**src/rtl/fit_pkg.sv**
```systemverilog
// Shared constants and types for the fitter-array output collector.
package fit_pkg;

    localparam int NFIT   = 6;
    localparam int DATA_W = 64;
    localparam int CHI_W  = 16;

    function automatic int clog2(input int value);
        int result;
        result = 0;
        while ((1 << result) < value) result++;
        return result;
    endfunction

    localparam int IDX_W = clog2(NFIT);

    typedef logic [IDX_W-1:0] fit_idx_t;

    typedef enum logic [1:0] {
        ST_INIT  = 2'd0,
        ST_WAIT  = 2'd1,
        ST_WRITE = 2'd2
    } state_e;

    localparam int ERR_OVERFLOW      = 0;
    localparam int ERR_OVERRUN       = 1;
    localparam int ERR_ILLEGAL_START = 2;

endpackage

```
**src/rtl/fitters_to_out_fsm_if.sv**
```systemverilog
// Fitter-side inputs and output-FIFO write port of the collector, bundled with master/slave views.
interface fitters_to_out_fsm_if;
    import fit_pkg::*;

    logic [NFIT-1:0]         start;
    logic [NFIT-1:0]         done;
    logic [NFIT*DATA_W-1:0]  fit_data;
    logic [NFIT*CHI_W-1:0]   fit_chi2;
    logic                    fifo_out_full;
    logic                    fifo_out_we;
    logic [DATA_W+CHI_W-1:0] fifo_out_din;

    modport master (
        output start, done, fit_data, fit_chi2, fifo_out_full,
        input  fifo_out_we, fifo_out_din
    );

    modport slave (
        input  start, done, fit_data, fit_chi2, fifo_out_full,
        output fifo_out_we, fifo_out_din
    );

endinterface

```
**src/rtl/fit_order_queue.sv**
```systemverilog
// Synchronous FIFO of fitter indices recording dispatch order; DEPTH must be a power of 2 (>= 2).
module fit_order_queue
    import fit_pkg::*;
#(
    parameter int DEPTH = 16
) (
    input  logic     clock,
    input  logic     reset,
    input  logic     push,
    input  fit_idx_t push_idx,
    input  logic     pop,
    output logic     full,
    output logic     empty,
    output logic     has_next,
    output fit_idx_t head,
    output fit_idx_t head_next
);
    localparam int PTR_W = clog2(DEPTH);
    localparam int CNT_W = PTR_W + 1;

    fit_idx_t         mem_q [DEPTH];
    logic [PTR_W-1:0] wr_ptr_q, wr_ptr_d;
    logic [PTR_W-1:0] rd_ptr_q, rd_ptr_d;
    logic [PTR_W-1:0] rd_ptr_next;
    logic [CNT_W-1:0] count_q, count_d;
    logic             push_ok, pop_ok;

    assign full        = (count_q == CNT_W'(DEPTH));
    assign empty       = (count_q == '0);
    assign has_next    = (count_q > CNT_W'(1));
    assign push_ok     = push && !full;
    assign pop_ok      = pop && !empty;
    assign rd_ptr_next = rd_ptr_q + 1'b1;
    assign head        = mem_q[rd_ptr_q];
    assign head_next   = mem_q[rd_ptr_next];

    always_comb begin
        // NOTE: every variable gets a default first, so no path can leave one unassigned and infer a latch.
        wr_ptr_d = wr_ptr_q;
        rd_ptr_d = rd_ptr_q;
        count_d  = count_q;
        if (push_ok) wr_ptr_d = wr_ptr_q + 1'b1;
        if (pop_ok)  rd_ptr_d = rd_ptr_q + 1'b1;
        case ({push_ok, pop_ok})
            2'b10:   count_d = count_q + 1'b1;
            2'b01:   count_d = count_q - 1'b1;
            default: count_d = count_q;
        endcase
    end

    // NOTE: sequential state uses <= so every flop samples pre-edge values regardless of block order.
    always_ff @(posedge clock) begin
        if (reset) begin
            wr_ptr_q <= '0;
            rd_ptr_q <= '0;
            count_q  <= '0;
        end else begin
            wr_ptr_q <= wr_ptr_d;
            rd_ptr_q <= rd_ptr_d;
            count_q  <= count_d;
        end
    end

    // NOTE: the index storage is deliberately not reset; pointers and count alone define which entries are live.
    always_ff @(posedge clock) begin
        if (push_ok) mem_q[wr_ptr_q] <= push_idx;
    end

endmodule

```
**src/rtl/fitters_to_out_fsm.sv**
```systemverilog
// Collects fitter results and writes them to the output FIFO strictly in dispatch order.
// Optional chi2 rejection (adds n_rejected) when FITTERS_TO_OUT_CHI2_CUT_EN is defined.
module fitters_to_out_fsm
    import fit_pkg::*;
#(
    parameter int ORDER_DEPTH = 16
) (
    input  logic                clock,
    input  logic                reset,
    fitters_to_out_fsm_if.slave bus,
    input  logic [CHI_W-1:0]    chi2_cut,
    output logic [31:0]         n_written,
`ifdef FITTERS_TO_OUT_CHI2_CUT_EN
    output logic [31:0]         n_rejected,
`endif
    output logic [2:0]          err
);
    state_e                  state_q, state_d;
    logic [NFIT-1:0]         valid_q, valid_d;
    logic [DATA_W-1:0]       slot_data_q [NFIT];
    logic [CHI_W-1:0]        slot_chi2_q [NFIT];
    logic                    we_q, we_d;
    logic [DATA_W+CHI_W-1:0] din_q, din_d;
    logic [31:0]             n_written_q, n_written_d;
    logic [2:0]              err_q, err_d;

    logic     start_onehot, start_multi;
    fit_idx_t start_idx;
    logic     q_full, q_empty, q_has_next, q_pop;
    fit_idx_t q_head, q_head_next;
    logic     head_ready, accept;

    assign start_onehot = (bus.start != '0) && ((bus.start & (bus.start - 1'b1)) == '0);
    assign start_multi  = (bus.start != '0) && !start_onehot;

    always_comb begin
        start_idx = '0;
        for (int i = 0; i < NFIT; i++)
            if (bus.start[i]) start_idx = fit_idx_t'(i);
    end

    fit_order_queue #(.DEPTH(ORDER_DEPTH)) u_order_queue (
        .clock     (clock),
        .reset     (reset),
        .push      (start_onehot),
        .push_idx  (start_idx),
        .pop       (q_pop),
        .full      (q_full),
        .empty     (q_empty),
        .has_next  (q_has_next),
        .head      (q_head),
        .head_next (q_head_next)
    );

`ifdef FITTERS_TO_OUT_CHI2_CUT_EN
    logic [31:0] n_rejected_q, n_rejected_d;
    assign accept     = (slot_chi2_q[q_head] <= chi2_cut);
    assign n_rejected = n_rejected_q;
`else
    logic unused_chi2_cut;
    assign unused_chi2_cut = ^chi2_cut;
    assign accept          = 1'b1;
`endif

    always_comb begin
        state_d     = state_q;
        valid_d     = valid_q;
        we_d        = 1'b0;
        din_d       = din_q;
        n_written_d = n_written_q;
        err_d       = err_q;
        q_pop       = 1'b0;
        head_ready  = 1'b0;
`ifdef FITTERS_TO_OUT_CHI2_CUT_EN
        n_rejected_d = n_rejected_q;
`endif
        case (state_q)
            ST_INIT: state_d = ST_WAIT;
            ST_WAIT: begin
                head_ready = !q_empty && valid_q[q_head];
                if (head_ready && !bus.fifo_out_full) state_d = ST_WRITE;
            end
            ST_WRITE: begin
                q_pop           = 1'b1;
                valid_d[q_head] = 1'b0;
                if (accept) begin
                    we_d        = 1'b1;
                    din_d       = {slot_chi2_q[q_head], slot_data_q[q_head]};
                    n_written_d = n_written_q + 32'd1;
                end
`ifdef FITTERS_TO_OUT_CHI2_CUT_EN
                else n_rejected_d = n_rejected_q + 32'd1;
`endif
                // Decide on the entry behind the one being popped; a repeat of the same fitter re-checks from WAIT.
                head_ready = q_has_next && valid_q[q_head_next] && (q_head_next != q_head);
                state_d    = (head_ready && !bus.fifo_out_full) ? ST_WRITE : ST_WAIT;
            end
            default: state_d = ST_INIT;
        endcase

        // A done on a slot being popped this cycle sees valid_d already cleared, so it is not an overrun.
        for (int i = 0; i < NFIT; i++) begin
            if (bus.done[i]) begin
                if (valid_d[i]) err_d[ERR_OVERRUN] = 1'b1;
                valid_d[i] = 1'b1;
            end
        end
        if (start_multi)           err_d[ERR_ILLEGAL_START] = 1'b1;
        if (start_onehot && q_full) err_d[ERR_OVERFLOW]     = 1'b1;
    end

    always_ff @(posedge clock) begin
        if (reset) begin
            state_q     <= ST_INIT;
            valid_q     <= '0;
            we_q        <= 1'b0;
            din_q       <= '0;
            n_written_q <= '0;
            err_q       <= '0;
`ifdef FITTERS_TO_OUT_CHI2_CUT_EN
            n_rejected_q <= '0;
`endif
        end else begin
            state_q     <= state_d;
            valid_q     <= valid_d;
            we_q        <= we_d;
            din_q       <= din_d;
            n_written_q <= n_written_d;
            err_q       <= err_d;
`ifdef FITTERS_TO_OUT_CHI2_CUT_EN
            n_rejected_q <= n_rejected_d;
`endif
        end
    end

    always_ff @(posedge clock) begin
        for (int i = 0; i < NFIT; i++) begin
            if (bus.done[i]) begin
                slot_data_q[i] <= bus.fit_data[i*DATA_W +: DATA_W];
                slot_chi2_q[i] <= bus.fit_chi2[i*CHI_W +: CHI_W];
            end
        end
    end

    assign bus.fifo_out_we  = we_q;
    assign bus.fifo_out_din = din_q;
    assign n_written        = n_written_q;
    assign err              = err_q;

endmodule

```
**src/flat_wrapper.sv**
```systemverilog
// flat-port wrapper written by rule: the top's interface ports become plain ports
module fitters_to_out_fsm_flat import fit_pkg::*;
#(
    parameter int ORDER_DEPTH = 16
)
  (clock, reset, chi2_cut, n_written, err, bus_start, bus_done, bus_fit_data, bus_fit_chi2, bus_fifo_out_full, bus_fifo_out_we, bus_fifo_out_din);
  fitters_to_out_fsm_if bus_i ();
  input  logic clock;
  input  logic reset;
  input  logic [CHI_W-1:0] chi2_cut;
  output logic [31:0] n_written;
  output logic [2:0] err;
  input wire logic [$bits(bus_i.start)-1:0] bus_start;
  input wire logic [$bits(bus_i.done)-1:0] bus_done;
  input wire logic [$bits(bus_i.fit_data)-1:0] bus_fit_data;
  input wire logic [$bits(bus_i.fit_chi2)-1:0] bus_fit_chi2;
  input wire logic [$bits(bus_i.fifo_out_full)-1:0] bus_fifo_out_full;
  output wire logic [$bits(bus_i.fifo_out_we)-1:0] bus_fifo_out_we;
  output wire logic [$bits(bus_i.fifo_out_din)-1:0] bus_fifo_out_din;
  assign bus_i.start = bus_start;
  assign bus_i.done = bus_done;
  assign bus_i.fit_data = bus_fit_data;
  assign bus_i.fit_chi2 = bus_fit_chi2;
  assign bus_i.fifo_out_full = bus_fifo_out_full;
  assign bus_fifo_out_we = bus_i.fifo_out_we;
  assign bus_fifo_out_din = bus_i.fifo_out_din;
  fitters_to_out_fsm #(.ORDER_DEPTH(ORDER_DEPTH)) u_core (.clock(clock), .reset(reset), .bus(bus_i), .chi2_cut(chi2_cut), .n_written(n_written), .err(err));
endmodule
```
**config.mk**
```make
export PLATFORM = sky130hd
export DESIGN_NAME = fitters_to_out_fsm_flat
export DESIGN_NICKNAME = d
export VERILOG_FILES = /design/src/rtl/fit_pkg.sv /design/src/rtl/fitters_to_out_fsm_if.sv /design/src/rtl/fit_order_queue.sv /design/src/rtl/fitters_to_out_fsm.sv /design/src/flat_wrapper.sv
export SDC_FILE = /design/constraint.sdc
export NUM_CORES = 1
export LEC_CHECK = 0
export ABC_AREA = 1
export CAP_MARGIN = 40
export CORE_ASPECT_RATIO = 1.75
export CORE_UTILIZATION = 35
export CTS_CLUSTER_SIZE = 40
export DETAILED_ROUTE_END_ITERATION = 12
export GPL_TIMING_DRIVEN = 0
export PLACE_DENSITY = 0.64
export SLEW_MARGIN = 20
export SYNTH_ARGS = -nofsm -noshare
export SYNTH_HDL_FRONTEND = slang
export SYNTH_SLANG_ARGS = --single-unit
```
**constraint.sdc**
```tcl
create_clock -name clock -period 5.2 [get_ports clock]
set_clock_uncertainty 0.2 [all_clocks]
set_input_delay 1.04 -clock clock [delete_from_list [all_inputs] [get_ports clock]]
set_output_delay 1.04 -clock clock [all_outputs]
set_load 0.03 [all_outputs]
```
* After elaboration in Yosys (flattened, before gate mapping)
Memory sizes are Yosys's and may differ from the RTL's. A register that Yosys moved wholly into a read port is not among the register bits.
Index checks and enable logic that the tools add are counted.
** Word-level totals
- Bits in registers :: 57
- Latch bits :: 0
- Memory bits (writable) :: 528
- Memory bits (read-only) :: 0
- Input port bits :: 511
- Output and inout bits :: 116
- Logic and storage cells :: 104
- Memories kept :: 3
** Cells by class
- $add $sub $neg :: 6
- $mul :: 0
- Divide/modulo/power cells :: 0
- $lt $le $gt $ge :: 4
- Eq/ne operators :: 7
- Shift-type cells :: 0
- Muxes and demuxes :: 51
- Bitwise gates (word level) :: 3
- Reductions and logical operators :: 20
** Memories
- u_core.slot_data_q :: words 6, bits a word 64, read ports 1, clocked after memory_dff 1, wr ports 6, line fitters_to_out_fsm.sv:20 : logic [DATA_W-1:0] slot_data_q [NFIT];
- u_core.slot_chi2_q :: words 6, bits a word 16, read ports 1, clocked after memory_dff 1, wr ports 6, line fitters_to_out_fsm.sv:21 : logic [CHI_W-1:0] slot_chi2_q [NFIT];
- u_core.u_order_queue.mem_q :: words 16, bits a word 3, read ports 2, clocked after memory_dff 1, wr ports 1, line fit_order_queue.sv:21 : fit_idx_t mem_q [DEPTH];
** Operators with widths (number)
- 2-to-1 mux 1 bit :: 37
- adder 32 x 1 -> 32 bit (second input constant) :: 1
- AND 6 bit :: 2
- 2-to-1 mux 3 bit :: 4
- logical AND 1 bit :: 11
- case mux 5 bit (2 select lines) :: 1
- adder 4 x 1 -> 4 bit (second input constant) :: 2
- < comparator 3 x 4 -> 1 bit (second input constant) :: 2
- 2-to-1 mux 4 bit :: 2
- binary-select mux 1 bit (select 3 bit) :: 2
- zero test 6 bit :: 1
- 2-to-1 mux 6 bit :: 1
- NOT 6 bit :: 1
- case mux 2 bit (3 select lines) :: 1
- nonzero test 6 bit :: 1
- subtractor 6 x 1 -> 6 bit (second input constant) :: 1
- adder 5 x 1 -> 5 bit (second input constant) :: 1
- == test 5 bit (second input constant) :: 1
- > comparator 5 x 1 -> 1 bit (second input constant) :: 1
- zero test 5 bit :: 1
- subtractor 5 x 1 -> 5 bit (second input constant) :: 1
- == test 2 x 1 -> 1 bit (second input constant) :: 2
- == test 2 bit (second input constant) :: 2
- zero test 1 bit :: 4
- 7 further kinds :: 8

* Logic depth before layout (Yosys ltp)
- Depth after elaboration :: 19
- Gate-level depth with buffers :: 17
- Depth with buffers taken out :: 16

* Modules after synthesis
Synthesis repeated with hierarchy kept, for this count alone.
** Unflattened totals
- Cell total of the unflattened synthesis :: 2275
- Area, all modules :: 26380.3 um2
** By module, submodules not included
- fitters_to_out_fsm :: times used 1, cells an instance 1834, area each 22876.9 um2, seq. area each 16896.2 um2
- fit_order_queue :: times used 1, cells an instance 441, area each 3503.4 um2, seq. area each 1781.7 um2

* Worst setup path after synthesis
No wires, ideal clock.
- Path kind :: input-to-reg
- From :: input port bus_start[1]
- To :: register u_core.u_order_queue.count_q[3]
- Setup time :: 0.122 ns
- Arrival :: 2.980 ns
- Data required time :: 4.878 ns
- Path slack :: 1.898 ns
- Cell stages on the path :: 10
- Path buffers :: 1
- Path through :: or2_2 or2_1 a211oi_2 nand3b_1 ha_1 clkbuf_1 nor4_1 o21ai_0 o21ai_0 a21oi_1
** Between the ends
- Word-level cells in the longest chain between the ends :: 7
- Elaborated cells between the ends (all ways) :: 10
- Those cells by class :: add/sub: 1; eq/ne: 2; mux: 1; bitwise: 1; reduce/logical: 5
** Ends and longest elaborated chain
- start, declared :: line flat_wrapper.sv:13 : input wire logic [$bits(bus_i.start)-1:0] bus_start;
- subtractor 6 x 1 -> 6 bit :: line fitters_to_out_fsm.sv:33 : assign start_onehot = (bus.start != '0) && ((bus.start & (bus.start - 1'b1)) == '0);
- AND 6 bit :: line fitters_to_out_fsm.sv:33
- zero test 6 bit :: line fitters_to_out_fsm.sv:33
- logical AND 1 bit (*) :: line fitters_to_out_fsm.sv:33
- logical AND 1 bit (*) :: line fit_order_queue.sv:31 : assign push_ok = push && !full;
- == test 2 x 1 -> 1 bit / == test 2 bit (equally long branches) :: line fit_order_queue.sv:44 : case ({push_ok, pop_ok})
- case mux 5 bit (2 select lines) / nonzero test 2 bit (equally long branches)
- end signal, assigned :: line fit_order_queue.sv:60 : count_q <= count_d;
- end, declared :: line fit_order_queue.sv:25 : logic [CNT_W-1:0] count_q, count_d;
Mark *: on every way between the ends. The rest lies on a longest branch, timed or not.
A chain may end at the register's enable or synchronous reset.

* Final worst setup path
Same ends and word-level chain as after synthesis.

==> results <==
- After detailed routing, the total wire length is 95130 um.
- The number of antenna violations at the first check in global routing came to 17.
- The flow ran to the end, and the final reports show no timing, DRC or antenna violations.
- For this configuration, the core starts out at a cell density of 0.3530.
- After detailed routing, the number of vias per cell comes to 5.164.
- The critical path start-end classification is input port to flop.
- The arithmetic-cell share of the synthesized area counting full adders, half adders and majority gates is 0.004801.
- The overall routing resource usage is 0.2479.
- The number of clock sinks is 669.
- By instance count, the cell type seen most on the critical path is o21ai_0.
- IR analysis of the VDD net gives a maximum drop of 278.9 uV.
- The share of the cycle needed by the critical path after routing is 0.7127.
- The later pin in the worst-skew pair is clocked with a latency of 0.65 ns.
- The number of stages on the worst setup path is 11.
- Across all register-to-register paths, the minimum setup slack is 1.93 ns.
- The leftover overflow at the end of global routing is 0.
- Along the worst path, the maximum fanout reaches 8.
- The synthesis-to-finish area growth is 36.84%.
- The routed layout has 19770 vias.
- The biggest cell delay along the critical path is 0.44 ns.
- The number of failing setup endpoints in the final timing report is 0.
- The start point of the critical path is bus_start[1].
- The clock period could shrink to 3.706 ns.
- After detailed routing, the average wire length per cell comes to ~25 um.
- The standby leakage power is 0.01307 uW.
- The critical register-to-register path endpoint is u_core.bus.fifo_out_din[18].
- The number of nets handed over by synthesis was 2663.
- After clock tree synthesis, the clock-pin slew on the worst setup and hold paths is 0.06 ns.
- The row count is 132.
- The proportion of synthesized chip area in sequential cells is 0.7167.
- In the routed design, unresolved DRC markers number 0.
- The first detailed-routing pass took 7 iterations.
- The number of global-route vias before repair is just over 20000.
- The tightest min-delay check is of the flop to flop type.
- The setup slack after layout is 1.494 ns.
- The max-cap check violation count is 0.
- The post-route cell area is between 0.03 and 0.04 mm^2.
- Setup repair after global routing left no endpoint under its margin.
- At the worst endpoint, the required time is 5.52 ns.
- The tree is rooted in a clkbuf_16.
- The number of cells traversed by the worst register-to-register path is 11.
- TritonCTS built the clock tree.
- The final-layout fill cell count is roughly 6600.
- The prevailing post-synth register cell is edfxtp_1.
- The critical path goes through clkdlybuf4s50_1 > or2_2 > or2_1 > a211oi_2 > nand3b_1 > ha_1 > clkbuf_1 > nor4_1 > o21ai_0 > o21ai_0 > a21oi_1.
- The total clock buffers created by CTS is 66.
- The kind of start point of the critical path is an input port.
- The slowest cell on the critical path is clkdlybuf4s50_1.
- In this run the mean area of a mapped cell was between 10 and 15 um^2.
- The Yosys step of the flow raised 0 warnings.
- The area share of and/or/nand/nor cells after synthesis is 0.1265.
- The biggest area consumer among synthesized cells is edfxtp_1.
- Counting both buffers and inverters, the worst setup path holds a total of 2.
- The final count of pins violating max slew is 0.
- The count of nets left with antenna violations once routing finished came out at 0.
- The total count of hold-check failures in the final report is 0.
- Pin placement for this block handled 627 I/O pins.
- The ratio of cells with drive above 1 in the final layout is 0.06915.
- The share of the synthesized area in compound gates (AO/OA/AOI/OAI) was 0.1085.
- After clock tree synthesis, the setup repair step added 0 buffers.
- The category of the worst setup path capture point is a flop.
- The total negative slack for setup checks is 0 ns.
- The die covers 0.07560 mm^2.
- For the worst setup path, the data arrival time is 4.03 ns.
- Grouping stages by cell kind, the critical path spends the most delay in simple AND/OR/NAND/NOR gates.
- The total power density per cell area is 331.1 mW/mm^2.
- The first-pass GRT wire length is between 100000 and 150000 um.
- The synthesized design contains 528 enable-type register cells.
- The overall power is 11810 uW.
- The post-placement worst setup slack is 0.8761 ns.
- The combinational family with the most area after synthesis is simple AND/OR/NAND/NOR gates.
- The standard cell core area is 0.07383 mm^2.
- The worst-case hold slack is 0.2664 ns.
- The detailed router finished its first iteration with 1402 violations.
- Summing all multi-input logic gate instances after layout gives 0.006360 mm^2.
- The HPWL after detailed placement is 72270 um.
- The H-tree was split into 3 levels.
- The port buffer count is 609.
- Yosys attributes the largest share of cell area to edfxtp_1 61%, dfxtp_1 11%, nand2_1 8.2%.
- Of all flip-flops after synthesis, the portion carrying an async set or reset was 0.
- Routability-driven placement finished with a final weighted congestion of 0.9906.
- The total of cells resized after clock tree synthesis is 0.
- The maximum number of pins on one net before global-route repair is 61.
- Hold repair after CTS inserted 0 buffers.
- The endpoint of the most critical setup path is u_core.u_order_queue.count_q[3].
- The number of buffers on the longest clock path is 3.
- Derived from the worst setup path, the maximum achievable clock frequency is 269.8 MHz.
- Of the total synthesized cell area, the portion taken by XOR and XNOR cells is 0.004033.
- The post-layout net count is 3349.
- In this run the tightest slew margin relative to its limit is 0.4919.
- In this run the cell area measured after placement is 0.03353 mm^2.
- In this run, synthesis produced a sequential element count of around 670.
- The die boundary width is 208.3 um.
- The mux cell area share after synthesis is 0.
- The storage element area is 0.01868 mm^2.
- The number of distinct library cell variants in the gate-level netlist after synthesis is between 40 and 50.
- The actual slew at the worst max-slew pin is 0.7622 ns.
- The synthesized netlist cell count is roughly 2100.
- The share of the synthesized area in the top cell type is 0.6084.
- The vertical extent of the die is 363.0 um.
- The cell area that synthesis handed to floorplanning was about 0.026 mm^2.
## report_power, final
| group | switching (uW) | internal, uW |
|---|---|---|
| Clock | 2110 | 2660 |
| Sequential | 106 | 6120 |
| Combinational | 378 | 443 |
| Total | 2590 | 9220 |
## worst reg2reg max path: stages, from the launching register on
cell      delay [ns]
dfxtp_1         0.32
inv_2           0.11
buf_2           0.30
nand3_1         0.12
nand3_1         0.10
nand3_1         0.12
nand2_1         0.13
buf_2           0.44
clkbuf_1        0.64
a22o_1          0.45
nand2_1         0.13
a31oi_1         0.15
## registers in the layout, summed over array words and instances, names as in the netlist, named ones only
signal	count
u_core.state_q	2
u_core.bus.fifo_out_din	80
u_core.valid_q	6
u_core.bus.fifo_out_we	1
u_core.slot_data_q	384
u_core.n_written	32
u_core.u_order_queue.rd_ptr_q	4
u_core.err	3
u_core.u_order_queue.mem_q	48
u_core.slot_chi2_q	96
u_core.u_order_queue.wr_ptr_q	4
u_core.u_order_queue.count_q	5
## how the worst min path moves through the flow
stage                                          from                         endpoint  slack (ns)  depth (start not counted)
finish                         u_core.n_written[31]             u_core.n_written[31]        0.27                          2
global route        u_core.u_order_queue.count_q[4]  u_core.u_order_queue.count_q[4]        0.30                          1
CTS                                   u_core.err[2]                    u_core.err[2]        0.27                          2
detailed placement             u_core.n_written[31]             u_core.n_written[31]        0.26                          2
global placement                      u_core.err[2]                    u_core.err[2]        0.24                          2
floorplan           u_core.u_order_queue.count_q[4]  u_core.u_order_queue.count_q[4]        0.24                          1
## area by class of cell
cell class / count / share of cell area
flip-flops and latches: 669 / 0.5237
plain buffers: 116 / 0.01695
repair buffers: 618 / 0.1766
multi-input cells: 1244 / 0.1783
clock inverters: 28 / 0.006841
inverters: 113 / 0.01196
well taps: 938 / 0.03291
diodes: 13 / 0.0009122
clock buffers: 90 / 0.05175
## cell usage in the layout (no fill, tap or decap), types with 5 or more instances in the layout
| master | instances |
|---|---|
| a31oi_1 | 80 |
| a21oi_1 | 46 |
| o221ai_1 | 79 |
| buf_2 | 37 |
| clkinv_2 | 8 |
| dfxtp_1 | 141 |
| o21ai_0 | 114 |
| inv_6 | 5 |
| edfxtp_1 | 528 |
| buf_6 | 18 |
| o21ai_1 | 6 |
| nand2_1 | 567 |
| inv_1 | 103 |
| clkbuf_1 | 70 |
| nand4_1 | 7 |
| buf_16 | 6 |
| ha_1 | 10 |
| a22o_1 | 80 |
| nand3_1 | 98 |
| inv_2 | 9 |
| clkinv_1 | 7 |
| nor3_1 | 15 |
| clkdlybuf4s50_1 | 603 |
| clkbuf_16 | 69 |
| buf_4 | 13 |
| diode_2 | 13 |
| nor2_1 | 87 |
| xor2_1 | 8 |
## through the flow
stage,std cells,utilization
floorplan,2142,-
global placement,3689,0.4515
detailed placement,3697,0.4542
CTS,3815,0.4825
global route,3828,0.4830
finish,3829,0.4831
## synth_stat cells, types with 4 or more instances
| master | count |
|---|---|
| a21oi_1 | 46 |
| clkbuf_1 | 55 |
| o221ai_1 | 79 |
| nand2_1 | 567 |
| or2_1 | 4 |
| buf_6 | 10 |
| edfxtp_1 | 528 |
| a31oi_1 | 80 |
| inv_2 | 9 |
| o21ai_0 | 114 |
| nand2_4 | 4 |
| or2_2 | 4 |
| nor2_1 | 87 |
| xnor2_1 | 4 |
| buf_2 | 37 |
| nor4_1 | 4 |
| nand3_1 | 98 |
| buf_4 | 12 |
| ha_1 | 10 |
| dfxtp_1 | 141 |
| o21ai_1 | 6 |
| nand4_1 | 7 |
| inv_1 | 103 |
| a22o_1 | 80 |
| nor3_1 | 15 |
| xor2_1 | 8 |
## per-layer routing
metal | wire length, um | part of all wire | track usage | up-vias
li1 | - | - | - | 9124
met1 | 33550 | 0.35 | 0.2609 | 9553
met2 | 50970 | 0.54 | 0.4638 | 925
met3 | 7366 | 0.077 | 0.06434 | 165
met4 | 3194 | 0.034 | 0.1017 | 6
met5 | 44 | 0.00046 | 0 | -
## cells by family (layout without fill, tap and decap cells)
| family | after synthesis | in the layout |
|---|---|---|
| other | 0 | 13 |
| xor gates and xnor gates | 12 | 12 |
| adders and majority gates | 10 | 10 |
| buffers and inverters | 229 | 965 |
| and+or+nand+nor | 804 | 804 |
| AOI/OAI and AO/OA | 418 | 418 |
| DFF | 669 | 669 |
(Power assumes the default switching activity.)
